**src/rtl/params_pkg.sv**
```systemverilog
// Shared UART parameters and the receiver FSM state type.
package params_pkg;

    localparam int UART_CLKS_PER_BIT = 16;

    typedef enum logic [2:0] {
        IDLE      = 3'd0,
        START     = 3'd1,
        DATA      = 3'd2,
        STOP      = 3'd3,
        WAIT_IDLE = 3'd4
    } uart_rx_state_t;

endpackage

```
**src/rtl/sync_ff.sv**
```systemverilog
// Generic multi-flop synchronizer with a configurable reset value.
module sync_ff #(
    parameter int   STAGES    = 2,
    parameter logic RESET_VAL = 1'b0
) (
    input  logic clk,
    input  logic reset,
    input  logic d,
    output logic q
);

    logic [STAGES-1:0] chain;

    always_ff @(posedge clk or negedge reset) begin
        if (!reset) begin
            chain <= {STAGES{RESET_VAL}};
        end else begin
            chain <= {chain[STAGES-2:0], d};
        end
    end

    assign q = chain[STAGES-1];

endmodule

```
**src/rtl/uart_byte_rx.sv**
```systemverilog
// 8N1 UART byte receiver: synchronizer, mid-bit sampling FSM, one-cycle strobes.
// Handshake: data_valid / frame_error are single-cycle strobes with no ready; data_out holds until the next good byte.
module uart_byte_rx
    import params_pkg::*;
#(
    parameter int CLKS_PER_BIT = params_pkg::UART_CLKS_PER_BIT,
    parameter int SYNC_STAGES  = 2
) (
    input  logic       clk,
    input  logic       reset,
    input  logic       rx_in,
    output logic [7:0] data_out,
    output logic       data_valid,
    output logic       frame_error,
    output logic       busy,
    output logic [2:0] state_dbg
);

    localparam int             TW        = $clog2(CLKS_PER_BIT);
    localparam logic [TW-1:0]  HALF_LAST = TW'(CLKS_PER_BIT / 2 - 1);
    localparam logic [TW-1:0]  BIT_LAST  = TW'(CLKS_PER_BIT - 1);

    logic           rx_s;
    logic           rx_prev;
    uart_rx_state_t state, state_nxt;
    logic [TW-1:0]  timer, timer_nxt;
    logic [2:0]     bit_cnt, bit_cnt_nxt;
    logic [7:0]     shift, shift_nxt;
    logic [7:0]     data_nxt;
    logic           dv_nxt, fe_nxt;

    // Reset to idle-high so releasing reset never looks like a start edge.
    sync_ff #(
        .STAGES   (SYNC_STAGES),
        .RESET_VAL(1'b1)
    ) u_sync (
        .clk  (clk),
        .reset(reset),
        .d    (rx_in),
        .q    (rx_s)
    );

    always_ff @(posedge clk or negedge reset) begin
        if (!reset) begin
            state       <= IDLE;
            timer       <= '0;
            bit_cnt     <= '0;
            shift       <= '0;
            data_out    <= '0;
            data_valid  <= 1'b0;
            frame_error <= 1'b0;
            rx_prev     <= 1'b1;
        end else begin
            state       <= state_nxt;
            timer       <= timer_nxt;
            bit_cnt     <= bit_cnt_nxt;
            shift       <= shift_nxt;
            data_out    <= data_nxt;
            data_valid  <= dv_nxt;
            frame_error <= fe_nxt;
            rx_prev     <= rx_s;
        end
    end

    always_comb begin
        state_nxt   = state;
        timer_nxt   = timer + TW'(1);
        bit_cnt_nxt = bit_cnt;
        shift_nxt   = shift;
        data_nxt    = data_out;
        dv_nxt      = 1'b0;
        fe_nxt      = 1'b0;
        case (state)
            IDLE: begin
                timer_nxt = '0;
                if (rx_prev && !rx_s) begin
                    state_nxt = START;
                end
            end
            START: begin
                if (timer == HALF_LAST) begin
                    timer_nxt = '0;
                    if (!rx_s) begin
                        state_nxt   = DATA;
                        bit_cnt_nxt = '0;
                    end else begin
                        state_nxt = IDLE;
                    end
                end
            end
            DATA: begin
                if (timer == BIT_LAST) begin
                    timer_nxt   = '0;
                    shift_nxt   = {rx_s, shift[7:1]};
                    bit_cnt_nxt = bit_cnt + 3'd1;
                    if (bit_cnt == 3'd7) begin
                        state_nxt = STOP;
                    end
                end
            end
            STOP: begin
                if (timer == BIT_LAST) begin
                    timer_nxt = '0;
                    if (rx_s) begin
                        data_nxt  = shift;
                        dv_nxt    = 1'b1;
                        state_nxt = IDLE;
                    end else begin
                        fe_nxt    = 1'b1;
                        state_nxt = WAIT_IDLE;
                    end
                end
            end
            WAIT_IDLE: begin
                // A held-low line (break) parks here and never yields a byte.
                timer_nxt = '0;
                if (rx_s) begin
                    state_nxt = IDLE;
                end
            end
            default: begin
                timer_nxt = '0;
                state_nxt = IDLE;
            end
        endcase
    end

    assign busy      = (state != IDLE);
    assign state_dbg = state;

endmodule

```
**config.mk**
```make
export PLATFORM = sky130hd
export DESIGN_NAME = uart_byte_rx
export DESIGN_NICKNAME = d
export VERILOG_FILES = /design/src/rtl/params_pkg.sv /design/src/rtl/sync_ff.sv /design/src/rtl/uart_byte_rx.sv
export SDC_FILE = /design/constraint.sdc
export NUM_CORES = 1
export LEC_CHECK = 0
export ABC_AREA = 1
export CAP_MARGIN = 20
export CORE_MARGIN = 1
export CORE_UTILIZATION = 35
export DETAILED_ROUTE_END_ITERATION = 6
export HOLD_SLACK_MARGIN = 0.06
export PLACE_DENSITY = 0.66
export SLEW_MARGIN = 15
export SYNTH_ARGS = -nofsm -noshare
export SYNTH_HDL_FRONTEND = slang
export SYNTH_SLANG_ARGS = --single-unit
```
**constraint.sdc**
```tcl
create_clock -name clk -period 2.1 [get_ports clk]
set_input_delay 0.315 -clock clk [delete_from_list [all_inputs] [get_ports clk]]
set_output_delay 0.315 -clock clk [all_outputs]
set_load 0.005 [all_outputs]
```
# After elaboration in Yosys (flattened, before gate mapping)
# Index checks and enable logic that the tools add are counted.
[totals] mem_bits_rw=0 latchBits=0 register_bits=31 word_cells=57 memories=0 inputBits=3 mem_bits_ro=0
[op_classes] shift=0 bitwise=0 n_eq_ne=14 n_reduce_logical=10 div=0 addsub=2 mul=0 muxes=22 n_lt_le_gt_ge=0
[op_table] cell="$mux 3" count=10
[op_table] cell="$pmux 3 s5" count=1
[op_table] cell="$ne 2x2->1 const B" count=6
[op_table] cell="$mux 4" count=2
[op_table] cell="$pmux 4 s2" count=1
[op_table] cell="$eq 3x2->1 const B" count=2
[op_table] cell="$eq 3x3->1 const B" count=2
[op_table] cell="$mux 1" count=6
[op_table] cell="$pmux 3 s2" count=1
[op_table] cell="$reduce_and 6->1" count=1
[op_table] cell="$add 4x1->4 const B" count=1
[op_table] cell="$eq 4x3->1 const B" count=1
[op_table] cell="$eq 4x4->1 const B" count=1
[op_table] cell="$reduce_and 4->1" count=1
[op_table] cell="$add 3x1->3 const B" count=1
[op_table] cell="$eq 3x1->1 const B" count=1
[op_table] cell="$logic_not 3->1" count=1
[op_table] cell="$reduce_and 3->1" count=1
[op_table] cell="$reduce_bool 3->1" count=1
[op_table] cell="$mux 2" count=1
[op_table] cell="$ne 2x1->1 const B" count=1
[op_table] cell="$reduce_and 2->1" count=1
[op_table] cell="$reduce_bool 2->1" count=1
[op_table] cell="$reduce_or 2->1" count=1
[op_table] cell="2 further kinds" count=2

# Depth between registers and ports, before layout
# Gate-level depths: netlist of run 1.
[logic_depth] word_depth=4 mapped_depth=8

# Modules after synthesis
# A second synthesis of run 1 with hierarchy kept.
[unflattened] hier_cells=147 hier_area_um2=1395.1
[by_module_without_submodules] mod="uart_byte_rx" instances=1 cells_per_inst=145 area_per_inst_um2=1342.5 seq_area_each_um2=726.9
[by_module_without_submodules] mod="sync_ff" instances=1 cells_per_inst=2 area_per_inst_um2=52.6 seq_area_each_um2=52.6

# Worst setup path before layout of run 1
# OpenSTA, ideal clock, no wires.
[synth_timing] kind="register to register" start="register timer[0]" end="register data_out[6]" path_stages_with_launch=8 arrival_time_ps=1161 setup_slack_ps=822 required_time_ps=1983 cell_sequence="dfrtp_1 -> ha_1 -> nand3_4 -> nor2_4 -> nand2_2 -> buf_6 -> nand2_2 -> o21ai_2"
[synth_via] elab_chain_cells=2
[synth_lines] item="from (decl)" line="uart_byte_rx.sv:26" text="logic [TW-1:0] timer, timer_nxt;"
[synth_lines] item="from (signal assigned)" line="uart_byte_rx.sv:55" text="timer <= timer_nxt;"
[synth_lines] item="$eq 4x4->1" line="uart_byte_rx.sv:102" text="if (timer == BIT_LAST) begin"
[synth_lines] item="$reduce_and 3->1 (no source line)"
[synth_lines] item="to (signal assigned)" line="uart_byte_rx.sv:58" text="data_out <= data_nxt;"
[synth_lines] item="to (decl)" line="uart_byte_rx.sv:12" text="output logic [7:0] data_out,"
# Every way passes these cells.
# A chain may end at the register's enable or synchronous reset.

# Worst setup path in the final report of run 1
[layout_timing] start="register state[1] (netlist: state_dbg[1])" end="output busy"
[layout_via] elab_chain_cells=1
[layout_lines] item="from (decl)" line="uart_byte_rx.sv:25" text="uart_rx_state_t state, state_nxt;"
[layout_lines] item="from (signal assigned)" line="uart_byte_rx.sv:54" text="state <= state_nxt;"
[layout_lines] item="$reduce_bool 3->1" line="uart_byte_rx.sv:128" text="assign busy = (state != IDLE);"
[layout_lines] item="to (decl)" line="uart_byte_rx.sv:15" text="output logic busy,"
# Every way passes these cells.

==> metrics, run 1 <==
Int Power 0.00101 W; CTS Buf Count 5; Initial Util 36.5%; top cells by area, synth dfrtp_1 52%, nand2_1 10%, dfstp_2 5.9%, o21ai_2 5.2%, inv_1 4.2%; Mean Syn Cell Area 9.90 sq um; R2R Setup Slk 580 ps; nets 163; # setup viols final 0; Vias 952; grt ovf 0; Final TNS setup 0 ps; crit path kind reg2out; # DRC 0; Routed WL per cell 11.1 microns; Area Overhead vs Synth 21.3%; Syn Inst Count 135; startpoint types flip-flop; TritonCTS clock tree built; Max-slew headroom 72.3%; Async SR Flop Fraction 100%; Longest Clk Path Bufs 2; Yosys top cell by area dfrtp_1; I/O Buffers 16; critical path arrival 1510 ps; Slew Viols, Final 0; max_cap viols 0; peak supply drop 453 uV; RSZ-0062 raised after global routing false; Routed Wire Length 2.28 mm; Clock Power Share 30.0%; Finished Core Util 44.3%; diode count 0; outcome completed; clk slew on worst S/H paths 60 ps; Achievable Freq 546 MHz; Fillers 366; crit path time final 1830 ps; worst-path fanout max 8; register area share after synthesis 58.3%; Chip Height 63.8 microns; HP Class reg2reg; Post-synth top cells 37 x nand2_1, 28 x dfrtp_1, 15 x inv_1; pwr/cell area 897 mW/mm^2; Unique masters post-synth 18; Data required, critical path 1780 ps; iteration-0 DRC count of the detailed router 52; Worst Setup End Kind output pin; Seq pwr share 48.3%; switching share of total power 30.4%; Synthesis Warnings 0; Top FF cell, synth dfrtp_1; post-DP HPWL 1.58 mm; Setup WS pre-CTS 561 ps; clk root buf clkbuf_8; Synth Register Bits 31; Final Skew 4.33 ps; DIE AREA 0.00407 sq mm; post_cts resized 0; P_leak 0.740 nW; Synth top area share 52.4%; gr usage total 13.5%; Comb pwr share 21.7%; Pwr Total 0.00146 W; total net switching power 0.000442 W; routability congestion estimate 0.813; Clock Latency Late Sink 280 ps; setup bufs post-CTS 0; pin count of the biggest net entering global routing 32; die span in x 63.8 microns; number of global-route vias before repair 969; Antenna Violating Nets Remaining 0; I/O pin count 17; synthesized area 0.00134 sq mm; Synth Net Count 141; period utilisation layout 87.1%; Final Hold Fails 0; count leader, synth nand2_1; Worst-Margin Slew 414 ps; floorplan row count 22; H-tree levels 2; first-pass GRT wire length 4.09 mm; DR pass1 iterations 4; CTS Sinks 31; mean number of vias per cell 4.62; Post-synth EDFFs 0; antenna violations before repair 0; Placeable Area 0.00366 sq mm; layout cells sized above 1 15.8%; fin worst setup slack 270 ps; hold-fix buffers at CTS 0
[power by group through the flow]
stage          Sequential, W  Combinational (W)  Clock [W]
2_1_floorplan       0.000704           0.000202          0
3_3_place_gp        0.000708           0.000309          0
3_5_place_dp        0.000713           0.000318          0
4_1_cts             0.000702           0.000319   0.000459
5_1_grt             0.000709           0.000368   0.000483
6_report            0.000703           0.000316   0.000436
[registers in the layout (all words and copies together), names as in the netlist]
| signal | flops |
|---|---|
| state_dbg | 3 |
| shift | 8 |
| frame_error | 1 |
| u_sync.chain | 2 |
| bit_cnt | 3 |
| data_valid | 1 |
| timer | 4 |
| data_out | 8 |
| rx_prev | 1 |
[cells by family after synthesis]
logic type / count (synthesis) / share of synthesized area [%]
adder cells (fa/ha/maj): 3 / 2.81
AO/OA/AOI/OAI: 21 / 10.2
flip-flops: 31 / 58.3
AND/OR/NAND/NOR: 62 / 22.1
XOR/XNOR: 1 / 0.656
buffers and inverters: 17 / 5.90
[stage by stage]
step                cell area [sq um]  hold slack, ps  cells
global route                     1620             361    206
finish                           1620             355    206
CTS                              1620             358    206
floorplan                        1340            19.4    135
detailed placement               1540             349    198
global placement                 1540             348    198
[cell type report]
cell class	instances	area, sq um	area share (%)
multi-input combinational	87	478	29.5
sequential	31	779	48.1
tap	48	60.1	3.70
clock buffer	8	80.1	4.94
inverter	15	56.3	3.47
timing repair buffer	17	168	10.3
[worst max-delay path, stage by stage, from the launching register on]
cell,delay (ps)
dfrtp_1,460
nor2_1,260
nand2_1,80
clkdlybuf4s50_1,440
[placed cells by master, fill, tap and decap left out]
cell / count
buf_4: 1
xor2_1: 1
clkbuf_8: 5
inv_1: 15
clkdlybuf4s50_1: 16
ha_1: 3
nand2_2: 4
o21ai_2: 8
nand3_1: 7
nand2_1: 37
nand3_4: 1
dfrtp_1: 28
o22ai_1: 1
clkbuf_1: 3
nor2_1: 8
nand3b_1: 1
dfstp_2: 3
nor2_4: 3
nor3b_1: 1
a21oi_1: 1
o21ai_0: 11
[final timing paths]
check,from,to,depth (start not counted)
setup / recovery,state_dbg[1],busy,3
hold / removal,u_sync.chain[0],u_sync.chain[1],0
setup reg to reg,timer[0],data_out[1],6
hold reg to reg,u_sync.chain[0],u_sync.chain[1],0
max in group asynchronous,reset,u_sync.chain[0],2
min in group asynchronous,reset,timer[0],2
[metal layers]
metal	share of wire [%]	wire, microns	track usage [%]	vias up
met1	47	1080	15.9	456
met2	46	1060	21.5	24
met3	4.5	102	5.36	3
li1	-	-	-	469
met4	1.9	43	5.97	0
met5	0	0	0	-
No activity file was read; power rests on OpenSTA's default activity.
==> inputs of run 2 (changes only) <==
CORE_ASPECT_RATIO = 0.8   (was not set)
TNS_END_PERCENT = 50   (was not set)
==> run 2 against run 1 <==
Critical path depth stayed put. Maximum frequency is 0.61% higher. Sequential share of layout area is 0.19 points higher. Non-clock buffer count stayed put. Die area hardly changed. Cell area is 0.39% lower. Global-route usage is 0.27 points higher. Clock-buffer cell count is 1 lower. Sequential cell count stayed put. Combinational power hardly changed. Clock power hardly changed. Worst setup slack better by 11 ps. Highest routed layer unchanged.
==> metrics, run 2 (synthesized netlist as in run 1, its figures left out) <==
outcome completed (unchanged); Final Skew 2.49 ps (was 4.33 ps); iteration-0 DRC count of the detailed router 26 (was 52); origin of the worst setup path state_dbg[1] (unchanged); worst-case reg-to-reg path depth 6 (unchanged); hold-fix buffers at CTS 0 (unchanged); clk root buf clkbuf_8 (unchanged); die span in x 71.1 microns (was 63.8 microns); switching share of total power 30.5% (was 30.4%); Data required, critical path 1780 ps (about the same); CTS Sinks 31 (unchanged); nets 163 (unchanged); HP Class reg2reg (unchanged); Final TNS setup 0 ps (unchanged); Setup WS pre-CTS 583 ps (was 561 ps); H-tree levels 2 (unchanged); number of global-route vias before repair 981 (was 969); peak supply drop 397 uV (was 453 uV); crit path kind reg2out (unchanged); most common cell after layout, fill and taps aside nand2_1 (unchanged); critical path arrival 1500 ps (was 1510 ps); RSZ-0062 raised after global routing false (unchanged); Comb pwr share 21.8% (was 21.7%); max_cap viols 0 (unchanged); CTS Buf Count 5 (unchanged); period utilisation layout 86.6% (was 87.1%); first-pass GRT wire length 4.29 mm (was 4.09 mm); Antenna Violating Nets Remaining 0 (unchanged); fin worst setup slack 281 ps (was 270 ps); Initial Util 37.7% (was 36.5%); grt ovf 0 (unchanged); Vias 945 (was 952); layout cells sized above 1 16.5% (was 15.8%); I/O pin count 17 (unchanged); Fillers 351 (was 366); Seq pwr share 48.3% (about the same); crit path time final 1820 ps (was 1830 ps); # DRC 0 (unchanged); I/O Buffers 16 (unchanged); worst-path fanout max 8 (unchanged); # setup viols final 0 (unchanged); Worst Setup End Kind output pin (unchanged); Slew Viols, Final 0 (unchanged); Int Power 0.00101 W (about the same); largest registers data_out (8), shift (8), timer (4) (unchanged); Worst-Margin Slew 410 ps (was 414 ps); FF+latch area 779 sq um (unchanged); post-DP HPWL 1.64 mm (was 1.58 mm); Area Overhead vs Synth 20.9% (was 21.3%); total net switching power 0.000444 W (was 0.000442 W); clk slew on worst S/H paths 60 ps (about the same); Longest Clk Path Bufs 2 (unchanged); Chip Height 57.3 microns (was 63.8 microns); Max-slew headroom 72.6% (was 72.3%); Clock Latency Late Sink 270 ps (was 280 ps); antenna violations before repair 0 (unchanged); R2R Setup Slk 610 ps (was 580 ps); commonest non-fill, non-tap cells in the layout 37 x nand2_1, 28 x dfrtp_1, 16 x clkdlybuf4s50_1, 15 x inv_1, 11 x o21ai_0 (unchanged); Multi-input gate area 478 sq um (unchanged); reg-to-reg endpoint data_out[7] (was data_out[1]); setup bufs post-CTS 0 (unchanged); Routed Wire Length 2.32 mm (was 2.28 mm); gr usage total 13.7% (was 13.5%); start of the worst register-to-register path timer[0] (unchanged); pin count of the biggest net entering global routing 32 (unchanged); pwr/cell area 901 mW/mm^2 (was 897 mW/mm^2); floorplan row count 19 (was 22); DR pass1 iterations 4 (unchanged); startpoint types flip-flop (unchanged); post_cts resized 0 (unchanged); Pwr Total 0.00145 W (was 0.00146 W); Placeable Area 0.00354 sq mm (was 0.00366 sq mm); Clock Power Share 29.9% (was 30.0%); routability congestion estimate 0.815 (was 0.813); Achievable Freq 550 MHz (was 546 MHz); Finished Core Util 45.6% (was 44.3%); Routed WL per cell 11.6 microns (was 11.1 microns); diode count 0 (unchanged); TritonCTS clock tree built (unchanged); CP endpoint busy (unchanged); mean number of vias per cell 4.73 (was 4.62); Final Hold Fails 0 (unchanged); DIE AREA 0.00407 sq mm (about the same); P_leak 0.743 nW (was 0.740 nW)
-- run 2: cell count changes in the layout (fill, tap and decap cells not counted) --
cell,change
clkinv_2,+1
clkbuf_1,-1
-- run 2: critical path, cell delays in order, from the launching register on --
cell and delay, ps:
dfrtp_1 460, nor2_1 250, nand2_1 70, clkdlybuf4s50_1 450
-- run 2: area by class of cell --
| cell class | instances | area share (%) |
|---|---|---|
| Sequential cell | 31 | 48.3 |
| Multi-Input combinational cell | 87 | 29.6 |
| Timing Repair Buffer | 17 | 10.4 |
| Clock buffer | 7 | 4.73 |
| Inverter | 15 | 3.49 |
| Tap cell | 42 | 3.25 |
| Clock inverter | 1 | 0.310 |
-- run 2: power groups by stage --
stage	Sequential, W	Clock [W]	Combinational [W]
4_1_cts	0.000703	0.000453	0.000323
6_report	0.000702	0.000435	0.000318
3_5_place_dp	0.000713	0	0.000321
2_1_floorplan	0.000704	0	0.000202
5_1_grt	0.000712	0.000482	0.000366
3_3_place_gp	0.000708	0	0.000309
-- run 2: worst min-delay path by stage --
| stage | startpoint | end | slack (ps) | cells past startpoint |
|---|---|---|---|---|
| after detailed placement | u_sync.chain[0] | u_sync.chain[1] | 350 | 0 |
| after global routing | u_sync.chain[0] | u_sync.chain[1] | 370 | 0 |
| after CTS | u_sync.chain[0] | u_sync.chain[1] | 360 | 0 |
| after global placement | u_sync.chain[0] | u_sync.chain[1] | 350 | 0 |
| final | u_sync.chain[0] | u_sync.chain[1] | 360 | 0 |
| after floorplan | reset | bit_cnt[0] | 20 | 0 |
-- run 2: routing by layer --
| layer | track usage [%] | up-vias | part of all wire (%) |
|---|---|---|---|
| met4 | 4.29 | 0 | 0.99 |
| met1 | 16.8 | 452 | 49 |
| met5 | 0 | - | 0 |
| met3 | 4.24 | 3 | 4.1 |
| met2 | 23.5 | 20 | 46 |
| li1 | - | 470 | - |
-- run 2: metrics by stage --
stage	area, sq um	hold WS (ps)	instances
after floorplan	1340	19.4	135
after global placement	1530	348	192
after detailed placement	1530	349	192
after CTS	1620	358	200
after global routing	1620	369	200
final	1620	357	200
==> inputs of run 3 (changes only) <==
ABC_AREA = 0   (was 1)
CORE_UTILIZATION = 50   (was 35)
PLACE_DENSITY = 0.84   (was 0.66)
==> run 3 against run 2 <==
Maximum frequency decreased by 1.5%. Total power is 31% lower. Worst setup slack worse by 29 ps. Synthesized cell count decreased by 34%. Via count fell by 21%. Critical endpoint unchanged.
==> metrics, run 3 <==
setup bufs post-CTS 0 (unchanged); post_cts resized 0 (unchanged); Adder-Cell Fraction of Synth Area 2.91% (was 2.81%); Synthesis Warnings 0 (unchanged); Final Skew 14.7 ps (was 2.49 ps); DR pass1 iterations 4 (unchanged); Max-slew headroom 75.0% (was 72.6%); RSZ-0062 raised after global routing false (unchanged); Routed Wire Length 1.92 mm (was 2.32 mm); Post-synth EDFFs 0 (unchanged); Yosys top cell by area dfrtp_1 (unchanged); Mean Syn Cell Area 14.5 sq um (was 9.90 sq um); post-route non-filler standard cell count 145 (was 200); post-synthesis compound-gate area fraction 4.85% (was 10.2%); iteration-0 DRC count of the detailed router 29 (was 26); Synth Area in Simple Gates 9.80% (was 22.1%); Data required, critical path 1780 ps (about the same); first-pass GRT wire length 2.98 mm (was 4.29 mm); Placeable Area 0.00244 sq mm (was 0.00354 sq mm); Top FF cell, synth dfrtp_1 (unchanged); CTS Buf Count 5 (unchanged); period utilisation layout 88.0% (was 86.6%); crit path time final 1850 ps (was 1820 ps); register area share after synthesis 60.4% (was 58.3%); diode count 0 (unchanged); layout cells sized above 1 32.1% (was 16.5%); Final Hold Fails 0 (unchanged); Achievable Freq 541 MHz (was 550 MHz); post-DP HPWL 1.27 mm (was 1.64 mm); Area Overhead vs Synth 18.6% (was 20.9%); floorplan row count 16 (was 19); Vias 748 (was 945); Chip Height 47.4 microns (was 57.3 microns); worst-path fanout max 10 (was 8); multiplexer area fraction after synthesis 16.3% (was 0%); gr usage total 15.7% (was 13.7%); Longest Clk Path Bufs 2 (unchanged); outcome completed (unchanged); Initial Util 52.8% (was 37.7%); Synth Register Bits 31 (unchanged); number of global-route vias before repair 678 (was 981); synthesized area 0.00129 sq mm (was 0.00134 sq mm); hold slack 358 ps (was 357 ps); TritonCTS clock tree built (unchanged); Inst Count DP 138 (was 192); grt ovf 0 (unchanged); startpoint types flip-flop (unchanged); nets 115 (was 163); Finished Core Util 62.7% (was 45.6%); most common cell after layout, fill and taps aside dfrtp_1 (was nand2_1); peak supply drop 324 uV (was 397 uV); Synth Net Count 95 (was 141); DIE AREA 0.00279 sq mm (was 0.00407 sq mm); Fillers 200 (was 351); mean number of vias per cell 5.16 (was 4.73); XOR/XNOR Fraction of Synth Area 2.04% (was 0.655%); hold-fix buffers at CTS 0 (unchanged); Syn Inst Count 89 (was 135); Synth top area share 54.3% (was 52.4%); I/O pin count 17 (unchanged); Async SR Flop Fraction 100% (unchanged); clk slew on worst S/H paths 100 ps (was 60 ps); largest registers data_out (8), shift (8), timer (4) (unchanged); top cells by area, synth dfrtp_1 54%, mux2_2 14%, dfstp_2 6.1%, ha_1 2.9%, mux2_4 2.3% (was dfrtp_1 52%, nand2_1 10%, dfstp_2 5.9%, o21ai_2 5.2%, inv_1 4.2%); routability congestion estimate 0.804 (was 0.815); largest family of logic cells by synthesized area multiplexers (was simple AND/OR/NAND/NOR gates); # DRC 0 (unchanged); Antenna Violating Nets Remaining 0 (unchanged); # setup viols final 0 (unchanged); Post-synth top cells 28 x dfrtp_1, 16 x mux2_2, 4 x nor2_1 (was 37 x nand2_1, 28 x dfrtp_1, 15 x inv_1); crit path kind reg2out (unchanged); Final TNS setup 0 ps (unchanged); HP Class reg2reg (unchanged); max_cap viols 0 (unchanged); die span in x 58.8 microns (was 71.1 microns); P_leak 0.737 nW (was 0.743 nW); Routed WL per cell 13.2 microns (was 11.6 microns); H-tree levels 2 (unchanged); I/O Buffers 16 (unchanged); Unique masters post-synth 29 (was 18); count leader, synth dfrtp_1 (was nand2_1); pwr/cell area 658 mW/mm^2 (was 901 mW/mm^2); antenna violations before repair 0 (unchanged); commonest non-fill, non-tap cells in the layout 28 x dfrtp_1, 16 x mux2_2, 16 x clkdlybuf4s50_1, 5 x clkbuf_4, 4 x nor2_1 (was 37 x nand2_1, 28 x dfrtp_1, 16 x clkdlybuf4s50_1, 15 x inv_1, 11 x o21ai_0); Worst Setup End Kind output pin (unchanged); clk root buf clkbuf_4 (was clkbuf_8); CTS Sinks 31 (unchanged); Slew Viols, Final 0 (unchanged); pin count of the biggest net entering global routing 32 (unchanged); Worst-Margin Slew 374 ps (was 410 ps); Clock Latency Late Sink 320 ps (was 270 ps); critical path arrival 1530 ps (was 1500 ps); R2R Setup Slk 370 ps (was 610 ps)
## run 3: cell count changes in the layout (fill, tap and decap cells not counted), sizes merged, moves of 2 or more
cell	previous run	this run
nand2	41	3
a211oi	0	2
inv	15	3
and3b	0	2
nor2	11	4
xnor2	0	2
o21ai	19	0
nand3	8	2
a22o	0	2
mux2	0	18
## run 3: layout make-up
cell class                      instances  area (sq um)  share of cell area (%)
Inverter                                3          11.3                   0.736
Tap cell                               36          45.0                    2.94
Multi-Input combinational cell         50           463                    30.3
Timing Repair Buffer                   18           175                    11.4
Clock buffer                            6          51.3                    3.35
Clock inverter                          1          5.00                   0.327
Sequential cell                        31           779                    50.9
## run 3: worst max-delay path, stage by stage (launching register included)
cell and delay (ps):
dfrtp_1 540, nor2_1 100, nand2_1 80, clkdlybuf4s50_1 490
## run 3: power breakdown
part / switching (W) / total, W / internal (W) / leakage [nW]
sequential: 0.0000120 / 0.000619 / 0.000607 / 0.421
combinational: 0.0000228 / 0.0000477 / 0.0000249 / 0.282
clock: 0.000185 / 0.000339 / 0.000155 / 0.0341
## run 3: worst paths after layout
kind | start | cells past startpoint | end
max in group asynchronous | reset | 2 | u_sync.chain[0]
worst min register to register | u_sync.chain[0] | 0 | u_sync.chain[1]
worst max-delay path | state_dbg[0] | 3 | busy
worst max register to register | timer[0] | 4 | shift[3]
worst min-delay path | u_sync.chain[0] | 0 | u_sync.chain[1]
min in group asynchronous | reset | 2 | state_dbg[0]
## run 3: per-stage QoR
step | area, sq um | setup slack [ps] | power [W]
2_1_floorplan | 1290 | 471 | 0.000648
3_3_place_gp | 1470 | 450 | 0.000677
3_5_place_dp | 1470 | 399 | 0.000680
4_1_cts | 1530 | 237 | 0.00103
5_1_grt | 1530 | 158 | 0.00106
6_report | 1530 | 252 | 0.00101
## run 3: per-layer routing
metal  part of all wire [%]  global-route usage (%)  wire, microns  up-vias
li1                       -                       -              -      357
met1                     49                    19.8            932      371
met2                     47                    23.0            899       18
met3                    4.1                    5.14             78        2
met4                   0.52                    11.9             10        0
met5                      0                       0              0        -
## run 3: kinds of logic after synthesis
group,count (synthesis)
DFF,31
and+or+nand+nor,18
muxes,18
AOI/OAI and AO/OA,8
buffers and inverters,8
adders and majority gates,3
xor gates and xnor gates,3
